[config.mk]
export PLATFORM = sky130hd
export DESIGN_NAME = diff_rr_scheduler
export DESIGN_NICKNAME = d
export VERILOG_FILES = /design/src/rtl/diff_pkg.sv /design/src/rtl/rr_arbiter.sv /design/src/rtl/diff_rr_scheduler.sv
export SDC_FILE = /design/constraint.sdc
export NUM_CORES = 1
export LEC_CHECK = 0
export BUFFER_PORTS_ARGS = -buffer_cell sky130_fd_sc_hd__buf_4
export CORE_ASPECT_RATIO = 1.25
export CORE_MARGIN = 2
export CORE_UTILIZATION = 25
export DETAILED_ROUTE_END_ITERATION = 8
export GPL_TIMING_DRIVEN = 0
export PLACE_DENSITY = 0.48
export REMOVE_ABC_BUFFERS = 1
export SLEW_MARGIN = 20
export SYNTH_ARGS = -nofsm -noshare
export SYNTH_HDL_FRONTEND = slang
export SYNTH_SLANG_ARGS = --single-unit
[constraint.sdc]
create_clock -name clk -period 11.4 [get_ports clk]
set_input_delay 0 -clock clk [delete_from_list [all_inputs] [get_ports clk]]
set_output_delay 0 -clock clk [all_outputs]
set_load 0.01 [all_outputs]
[src/rtl/diff_pkg.sv]
// rtl/diff_pkg.sv - shared defaults and the half-difference helper for diff_rr_scheduler
package diff_pkg;

    localparam int DEF_N   = 8;
    localparam int DEF_NCH = 4;
    localparam int HW      = 64;

    // Operands arrive sign-extended to HW bits; callers keep the low N bits, which always hold the result.
    function automatic logic signed [HW-1:0] half_diff(input logic signed [HW-1:0] x,
                                                       input logic signed [HW-1:0] p);
        return (x - p) >>> 1;
    endfunction

endpackage

[src/rtl/rr_arbiter.sv]
// rtl/rr_arbiter.sv - combinational round-robin grant starting at ptr
module rr_arbiter
    import diff_pkg::*;
#(
    parameter int NCH = DEF_NCH,
    parameter int CW  = $clog2(NCH)
) (
    input  logic [NCH-1:0] req,
    input  logic [CW-1:0]  ptr,
    output logic [NCH-1:0] gnt,
    output logic [CW-1:0]  gnt_idx,
    output logic           any
);

    int   idx;
    logic found;

    always_comb begin
        gnt     = '0;
        gnt_idx = '0;
        any     = |req;
        found   = 1'b0;
        idx     = 0;
        for (int k = 0; k < NCH; k++) begin
            idx = int'(ptr) + k;
            if (idx >= NCH) begin
                idx = idx - NCH;
            end
            if (!found && req[idx]) begin
                found    = 1'b1;
                gnt[idx] = 1'b1;
                gnt_idx  = CW'(idx);
            end
        end
    end

endmodule

[src/rtl/diff_rr_scheduler.sv]
// rtl/diff_rr_scheduler.sv - shares one first-difference datapath among NCH channels
module diff_rr_scheduler
    import diff_pkg::*;
#(
    parameter int N   = DEF_N,
    parameter int NCH = DEF_NCH,
    parameter int CW  = $clog2(NCH)
) (
    input  logic             clk,
    input  logic             reset,
    input  logic             clear,
    input  logic [NCH-1:0]   req_valid,
    input  logic [NCH*N-1:0] req_data,
    output logic [NCH-1:0]   req_ready,
    output logic             out_valid,
    input  logic             out_ready,
    output logic [N-1:0]     out_data,
    output logic [CW-1:0]    out_ch
);

    logic [N-1:0]  prev_q [NCH];
    logic [N-1:0]  prev_d [NCH];
    logic [CW-1:0] rr_q, rr_d;
    logic          out_valid_q, out_valid_d;
    logic [N-1:0]  out_data_q, out_data_d;
    logic [CW-1:0] out_ch_q, out_ch_d;

    logic [NCH-1:0]        gnt;
    logic [CW-1:0]         gnt_idx;
    logic                  any;
    logic                  can_grant;
    logic                  hs;
    logic [N-1:0]          x;
    logic [N-1:0]          p;
    logic signed [HW-1:0]  x_ext;
    logic signed [HW-1:0]  p_ext;
    logic [N-1:0]          res;

    rr_arbiter #(.NCH(NCH), .CW(CW)) u_arb (
        .req     (req_valid),
        .ptr     (rr_q),
        .gnt     (gnt),
        .gnt_idx (gnt_idx),
        .any     (any)
    );

    // Reset is folded in so req_ready reads 0 while reset is held, not just after an edge.
    assign can_grant = reset && !clear && (!out_valid_q || out_ready);
    assign req_ready = can_grant ? gnt : '0;
    assign hs        = can_grant && any;

    assign x     = req_data[int'(gnt_idx)*N +: N];
    assign p     = prev_q[gnt_idx];
    assign x_ext = {{(HW-N){x[N-1]}}, x};
    assign p_ext = {{(HW-N){p[N-1]}}, p};
    assign res   = N'(half_diff(x_ext, p_ext));

    always_comb begin
        prev_d      = prev_q;
        rr_d        = rr_q;
        out_valid_d = out_valid_q;
        out_data_d  = out_data_q;
        out_ch_d    = out_ch_q;
        if (clear) begin
            for (int i = 0; i < NCH; i++) begin
                prev_d[i] = '0;
            end
            rr_d        = '0;
            out_valid_d = 1'b0;
        end else if (hs) begin
            prev_d[gnt_idx] = x;
            rr_d            = (gnt_idx == CW'(NCH-1)) ? '0 : gnt_idx + 1'b1;
            out_valid_d     = 1'b1;
            out_data_d      = res;
            out_ch_d        = gnt_idx;
        end else if (out_ready) begin
            out_valid_d = 1'b0;
        end
    end

    always_ff @(posedge clk or negedge reset) begin
        if (!reset) begin
            for (int i = 0; i < NCH; i++) begin
                prev_q[i] <= '0;
            end
            rr_q        <= '0;
            out_valid_q <= 1'b0;
            out_data_q  <= '0;
            out_ch_q    <= '0;
        end else begin
            prev_q      <= prev_d;
            rr_q        <= rr_d;
            out_valid_q <= out_valid_d;
            out_data_q  <= out_data_d;
            out_ch_q    <= out_ch_d;
        end
    end

    assign out_valid = out_valid_q;
    assign out_data  = out_data_q;
    assign out_ch    = out_ch_q;

endmodule

[After elaboration in Yosys (flattened, before gate mapping)]
Cells that the tools add are included.
Storage, ports and cells
  bits of input ports: 40
  flip-flop bits (word level): 45
  output and inout bits: 15
  logic and storage cells: 109
Operators by class
  equal/unequal tests: 1
  shifts and indexed selects: 1
  $add $sub $neg: 9
  reduce and logical (&&, ||, !) cells: 21
  multiplexer cells: 50
  magnitude comparators: 14
  bitwise operators: 5
Operator list (number)
  2-to-1 mux 32 bit: 6
  greater-or-equal comparator 32 x 1 -> 1 bit, second input constant: 4
  less-than comparator 32 x 4 -> 1 bit, second input constant: 4
  greater-or-equal comparator 32 x 4 -> 1 bit, second input constant: 3
  subtractor 32 x 4 -> 32 bit, second input constant: 3
  bitwise mux 32 bit: 1
  variable part select 32 x 6 -> 8 bit: 1
  2-to-1 mux 8 bit: 3
  2-to-1 mux 4 bit: 5
  2-to-1 mux 1 bit: 18
  binary-select mux 8 bit (select 2 bit): 1
  demux 8 bit (select 2 bit): 1
  2-to-1 mux 2 bit: 7
  OR 4 bit: 3
  logical AND 1 bit: 11
  subtractor 8 x 8 -> 9 bit: 1
  binary-select mux 1 bit (select 2 bit): 4
  demux 1 bit (select 2 bit): 4
  adder 2 x 2 -> 3 bit, second input constant: 2
  logical NOT 1 bit: 5
  OR reduction 4 bit: 1
  subtractor 2 x 3 -> 4 bit, second input constant: 1
  adder 2 x 1 -> 3 bit, second input constant: 1
  greater-or-equal comparator 2 x 3 -> 1 bit, second input constant: 1
  10 further kinds: 10

[Longest topological paths before layout]
  depth after elaboration: 23
  gate-level depth with buffers: 24
  gate-level depth less buffers: 20

[Hierarchy]
Synthesis repeated with hierarchy kept, for this count alone.
Second synthesis, totals
  cells, all modules: 281
  area total of the unflattened synthesis: 3190.6 um^2
Modules (own cells, without submodules)
  diff_rr_scheduler: instances 1, seq. area each 1126.1 um^2, area an instance 2707.6 um^2, cells each 227
  rr_arbiter: instances 1, seq. area each 0.0 um^2, area an instance 483.0 um^2, cells each 54

[Least setup slack after synthesis]
OpenSTA, ideal clock, no wires.
  kind: reg2reg
  from: register rr_q[0]
  to: register out_data_q[7], in the netlist out_data[7]
  required time: 11.317 ns
  path slack: 6.652 ns
  buffers on the path: 5
  clock period less this slack: 4.748 ns
  cell stages (with the launch flop): 24
  setup time: 0.083 ns
  arrival: 4.665 ns
  cell sequence: dfrtp_1 buf_2 inv_1 ha_1 clkbuf_1 mux4_2 a21o_1 a21o_1 buf_6 inv_2 clkbuf_1 clkbuf_1 nand2_1 nand3_1 o21ai_0 fa_1 a21o_1 a21o_1 a21o_1 a21oi_1 nor2b_1 nor3_1 mux2i_1 o21ai_0
Between the ends
  cells in the longest elaborated chain, start to end: 20
  elaborated cells on any way between the ends: 46
  classes of those cells: 8 x add/sub; 4 x order compare; 1 x shift; 26 x mux; 1 x bitwise; 6 x reduce/logical
Ends and longest elaborated chain
  start, declared: line diff_rr_scheduler.sv:23  | logic [CW-1:0] rr_q, rr_d;
  start signal, assigned: line diff_rr_scheduler.sv:92  | rr_q <= rr_d;
  branches (longest 14 deep; another with subtractor 32 x 4 -> 32 bit)
  2-to-1 mux 2 bit *: line rr_arbiter.sv:29  | if (!found && req[idx]) begin
  branches (longest 4 deep; another with variable part select 32 x 6 -> 8 bit)
  subtractor 8 x 8 -> 9 bit *: line diff_pkg.sv:11  | return (x - p) >>> 1;
  end signal, assigned: line diff_rr_scheduler.sv:94  | out_data_q <= out_data_d;
  end, declared: line diff_rr_scheduler.sv:25  | logic [N-1:0] out_data_q, out_data_d;
Every way passes the cells marked *. The select of a mux whose other input is x is not followed.
A chain may end at the register's enable or synchronous reset.

[Worst setup path in the final report]
Same ends and word-level chain as after synthesis.

==> metrics.yaml <==
placed_design:
  dpl.cell_count: 574
  hpwlAfterDp_um: 5590
  placed_area_um2: 3640
  gp_congestion: 0.773
  port_buffers: 54
grt:
  grt_max_degree: 47
  gr-total-overflow: 0
  grt_pass1_vias: 2778
  antenna_found_initial: 0
  grt_usage: 0.133
  grt_pass1_wl_um: 13900
route:
  drt-initial-drc-count: 146
  ant_nets: 0
  vias: 2762
  drc: 0
  dr.pass1.iters: 4
  routedWlPerCell_um: 14.1
  wl_um: 8220
  viasPerCell: 4.74
layout:
  drive_gt1_frac: 0.193
  n_fill_cell: 1289
  area_growth_pct: 22.8
  nets: 474
  design_area_um2: 3790
  seqCellArea_um2: 1130
  diodes: 0
  stdcell_count: 583
  multiInputGateArea_um2: 1830
pwr:
  seq_power_share: 0.285
  clkPwrFrac: 0.187
  p_per_area_nw_per_um2: 195
  swShare: 0.409
  p_comb_frac: 0.527
  p_int_uw: 437
  p_switching_uw: 303
  vdd_drop_max_mv: 0.0692
  power_leakage_uw: 0.00177
synthesis:
  seq_area_frac_synth: 0.365
  synthFlopType: "dfrtp_1"
  yosys_register_bits: 45
  async_reset_ff_frac: 1.00
  syn-cell-area_um2: 3090
  muxShareOfSynthArea: 0.0697
  synth_cell_type_count: 45
  synth_top_family_by_area: "simple AND/OR/NAND/NOR gates"
  synth-edff-count: 0
  synth_xor_area_frac: 0.0142
  synth_compound_area_frac: 0.176
  ys_warn_count: 0
  yosys.area_share.simple: 0.264
  synth_area_per_cell_um2: 8.28
  synthCells: 373
  yosys.area_share.adder: 0.0673
setup_path:
  crit_type: "reg2reg"
  critPathLaunch: "rr_q[0]$_DFFE_PN0P_"
  required_ns: 11.60
  start_kind: "flop"
  cp_num_buf_inv: 3
  reg2reg_slack_ns: 5.33
  r2r_start: "rr_q[0]$_DFFE_PN0P_"
  slowest_delay_ns: 0.70
  arrival_ns: 6.27
  cp.depth: 20
  crit_end: "out_data[7]$_DFFE_PN0P_"
  cp_top_family: "compound AO/OA/AOI/OAI gates"
  slowest_stage: "dfrtp_1"
  end_kind: "flop"
  cpMostUsedCell: "a21o_1"
  path_cells: "inv_1, ha_1, mux4_2, nor2b_4, nand2b_4, a21o_2, inv_2, nand2_1, nand2_1, o21ai_0, inv_1, fa_1, a21o_1, a21o_1, a21o_1, a21oi_1, nor2b_1, nor3_1, mux2i_1, o21ai_0"
  rr_endpoint: "out_data[7]$_DFFE_PN0P_"
  rr_worst_depth: 20
  cp_max_fo: 35
sta:
  slew_viol_final: 0
  timing.final.hold_violations: 0
  fin_crit_ns: 6.07
  worst_pin_slew_ns: 0.787
  finalSetupTns_ns: 0
  fin_skew_ns: 0.00303
  rsz0062_at_grt: "no"
  slew_headroom: 0.475
  post-route-period-util: 0.532
  max_freq_mhz: 165
  setup_viol: 0
die:
  initial_utilization: 0.255
  core_um2: 12100
  fp-row-count: 45
  ios: 55
  die_h_um: 128
  die_w_um: 103
  dieArea_um2: 13300
outcome:
  status: "completed"
clock_network:
  cts_sinks: 45
  cts_tree: "done"
  path_clk_slew_ns: 0.06
  cts_buffer_depth: 2
  post_cts_buffers: 0
  root_buffer: "clkbuf_16"
  cts_max_level: 2
  cts_buffers: 5
  insertion_delay_ns: 0.28
min_path:
  hp-class: "in2reg"
job:
  drv_cap: 0
[cell type report]
type / count / share of cell area
multi-input cells: 294 / 0.482
flip-flops and latches: 45 / 0.297
repair buffers: 59 / 0.117
well taps: 164 / 0.0541
clock buffers: 6 / 0.0340
inverters: 13 / 0.0129
clock inverters: 2 / 0.00264
[power by group through the flow]
| stage | combinational, uW | sequential, uW | clock [uW] |
|---|---|---|---|
| 5_1_grt | 445 | 216 | 152 |
| 6_report | 390 | 211 | 139 |
| 4_1_cts | 397 | 211 | 144 |
| 2_1_floorplan | 260 | 217 | 0 |
| 3_5_place_dp | 395 | 214 | 0 |
| 3_3_place_gp | 386 | 213 | 0 |
[per-layer routing]
metal | GRT usage | vias up | wire length (um)
li1 | - | 1384 | -
met1 | 0.173 | 1309 | 3710
met2 | 0.223 | 60 | 4040
met3 | 0.0224 | 9 | 326
met4 | 0.0418 | 0 | 146
met5 | 0 | - | 0
[stage by stage]
stage,utilization,hold slack [ns],total power (uW),setup slack [ns]
after floorplan,-,-0.296,477,6.24
after global placement,0.298,0.0500,599,4.70
after detailed placement,0.301,0.0545,608,5.26
after CTS,0.313,0.0418,752,5.23
after global routing,0.313,0.0610,813,4.83
final,0.313,0.0474,740,5.33
[worst min-delay path, cell delays in order]
cell and delay, ns:
buf_4 0.07, nand2b_1 0.13, o21ai_0 0.08
[cell usage in the layout, fill, tap and decap left out, types with 2 or more instances in the layout]
master	synthesis	final
nand2b_1	2	2
and3_1	2	2
nor3_1	2	2
mux2i_1	8	8
a211oi_2	2	2
and2_1	2	2
a22o_1	5	5
mux4_2	2	2
o21ai_0	55	55
ha_1	15	15
a21oi_1	9	9
inv_1	12	12
clkinv_2	0	2
mux2_2	6	6
o21ai_1	3	3
a31oi_1	2	2
nand3_1	15	15
dfrtp_1	45	45
a21o_1	7	6
clkbuf_16	0	5
buf_4	0	58
nand2_1	93	93
nor2_1	6	6
nand3b_1	33	33
nor2b_1	2	2
xor2_1	3	3
xnor2_1	2	2
or3_1	3	3
[logic make-up after synthesis]
kind of cell,after synthesis
simple gates,164
flops,45
xor+xnor,5
fa+ha+maj,16
buf+inv,34
mux,17
compound gates,92
[flip-flops by register name (all words and copies together), names as in the netlist]
| name | count |
|---|---|
| out_data | 8 |
| out_ch | 2 |
| prev_q | 32 |
| out_valid | 1 |
| rr_q | 2 |
[synthesized netlist by cell type, types with 2 or more instances]
| cell type | count | share of area |
|---|---|---|
| a211oi_2 | 2 | 0.0081 |
| a21o_1 | 7 | 0.017 |
| a21oi_1 | 9 | 0.015 |
| a22o_1 | 5 | 0.014 |
| a31oi_1 | 2 | 0.0041 |
| and2_1 | 2 | 0.0041 |
| and3_1 | 2 | 0.0041 |
| clkbuf_1 | 18 | 0.022 |
| dfrtp_1 | 45 | 0.36 |
| ha_1 | 15 | 0.061 |
| inv_1 | 12 | 0.015 |
| mux2_2 | 6 | 0.022 |
| mux2i_1 | 8 | 0.026 |
| mux4_2 | 2 | 0.015 |
| nand2_1 | 93 | 0.11 |
| nand2b_1 | 2 | 0.0041 |
| nand3_1 | 15 | 0.024 |
| nand3b_1 | 33 | 0.080 |
| nor2_1 | 6 | 0.0073 |
| nor2b_1 | 2 | 0.0041 |
| nor3_1 | 2 | 0.0032 |
| o21ai_0 | 55 | 0.089 |
| o21ai_1 | 3 | 0.0049 |
| or3_1 | 3 | 0.0061 |
| xnor2_1 | 2 | 0.0057 |
| xor2_1 | 3 | 0.0085 |
[timing repair]
action | in CTS | in global routing
hold endpoints to repair | 45 | 0
hold buffers | 1 | 0
resized for setup | 0 | 0
endpoints found under the setup margin | 0 | 0
[worst min-delay path by stage]
stage                     slack [ns]  depth (start not counted)      start                      end
after global placement          0.05                          1      reset  out_data[5]$_DFFE_PN0P_
after floorplan                -0.30                          0      reset    out_ch[0]$_DFFE_PN0P_
final                           0.05                          3  out_ready    out_valid$_DFFE_PN0P_
after CTS                       0.04                          3  out_ready    out_valid$_DFFE_PN0P_
after detailed placement        0.05                          1      reset    prev_q[4]$_DFFE_PN0P_
after global routing            0.06                          3  out_ready    out_valid$_DFFE_PN0P_
(Power assumes the default switching activity.)
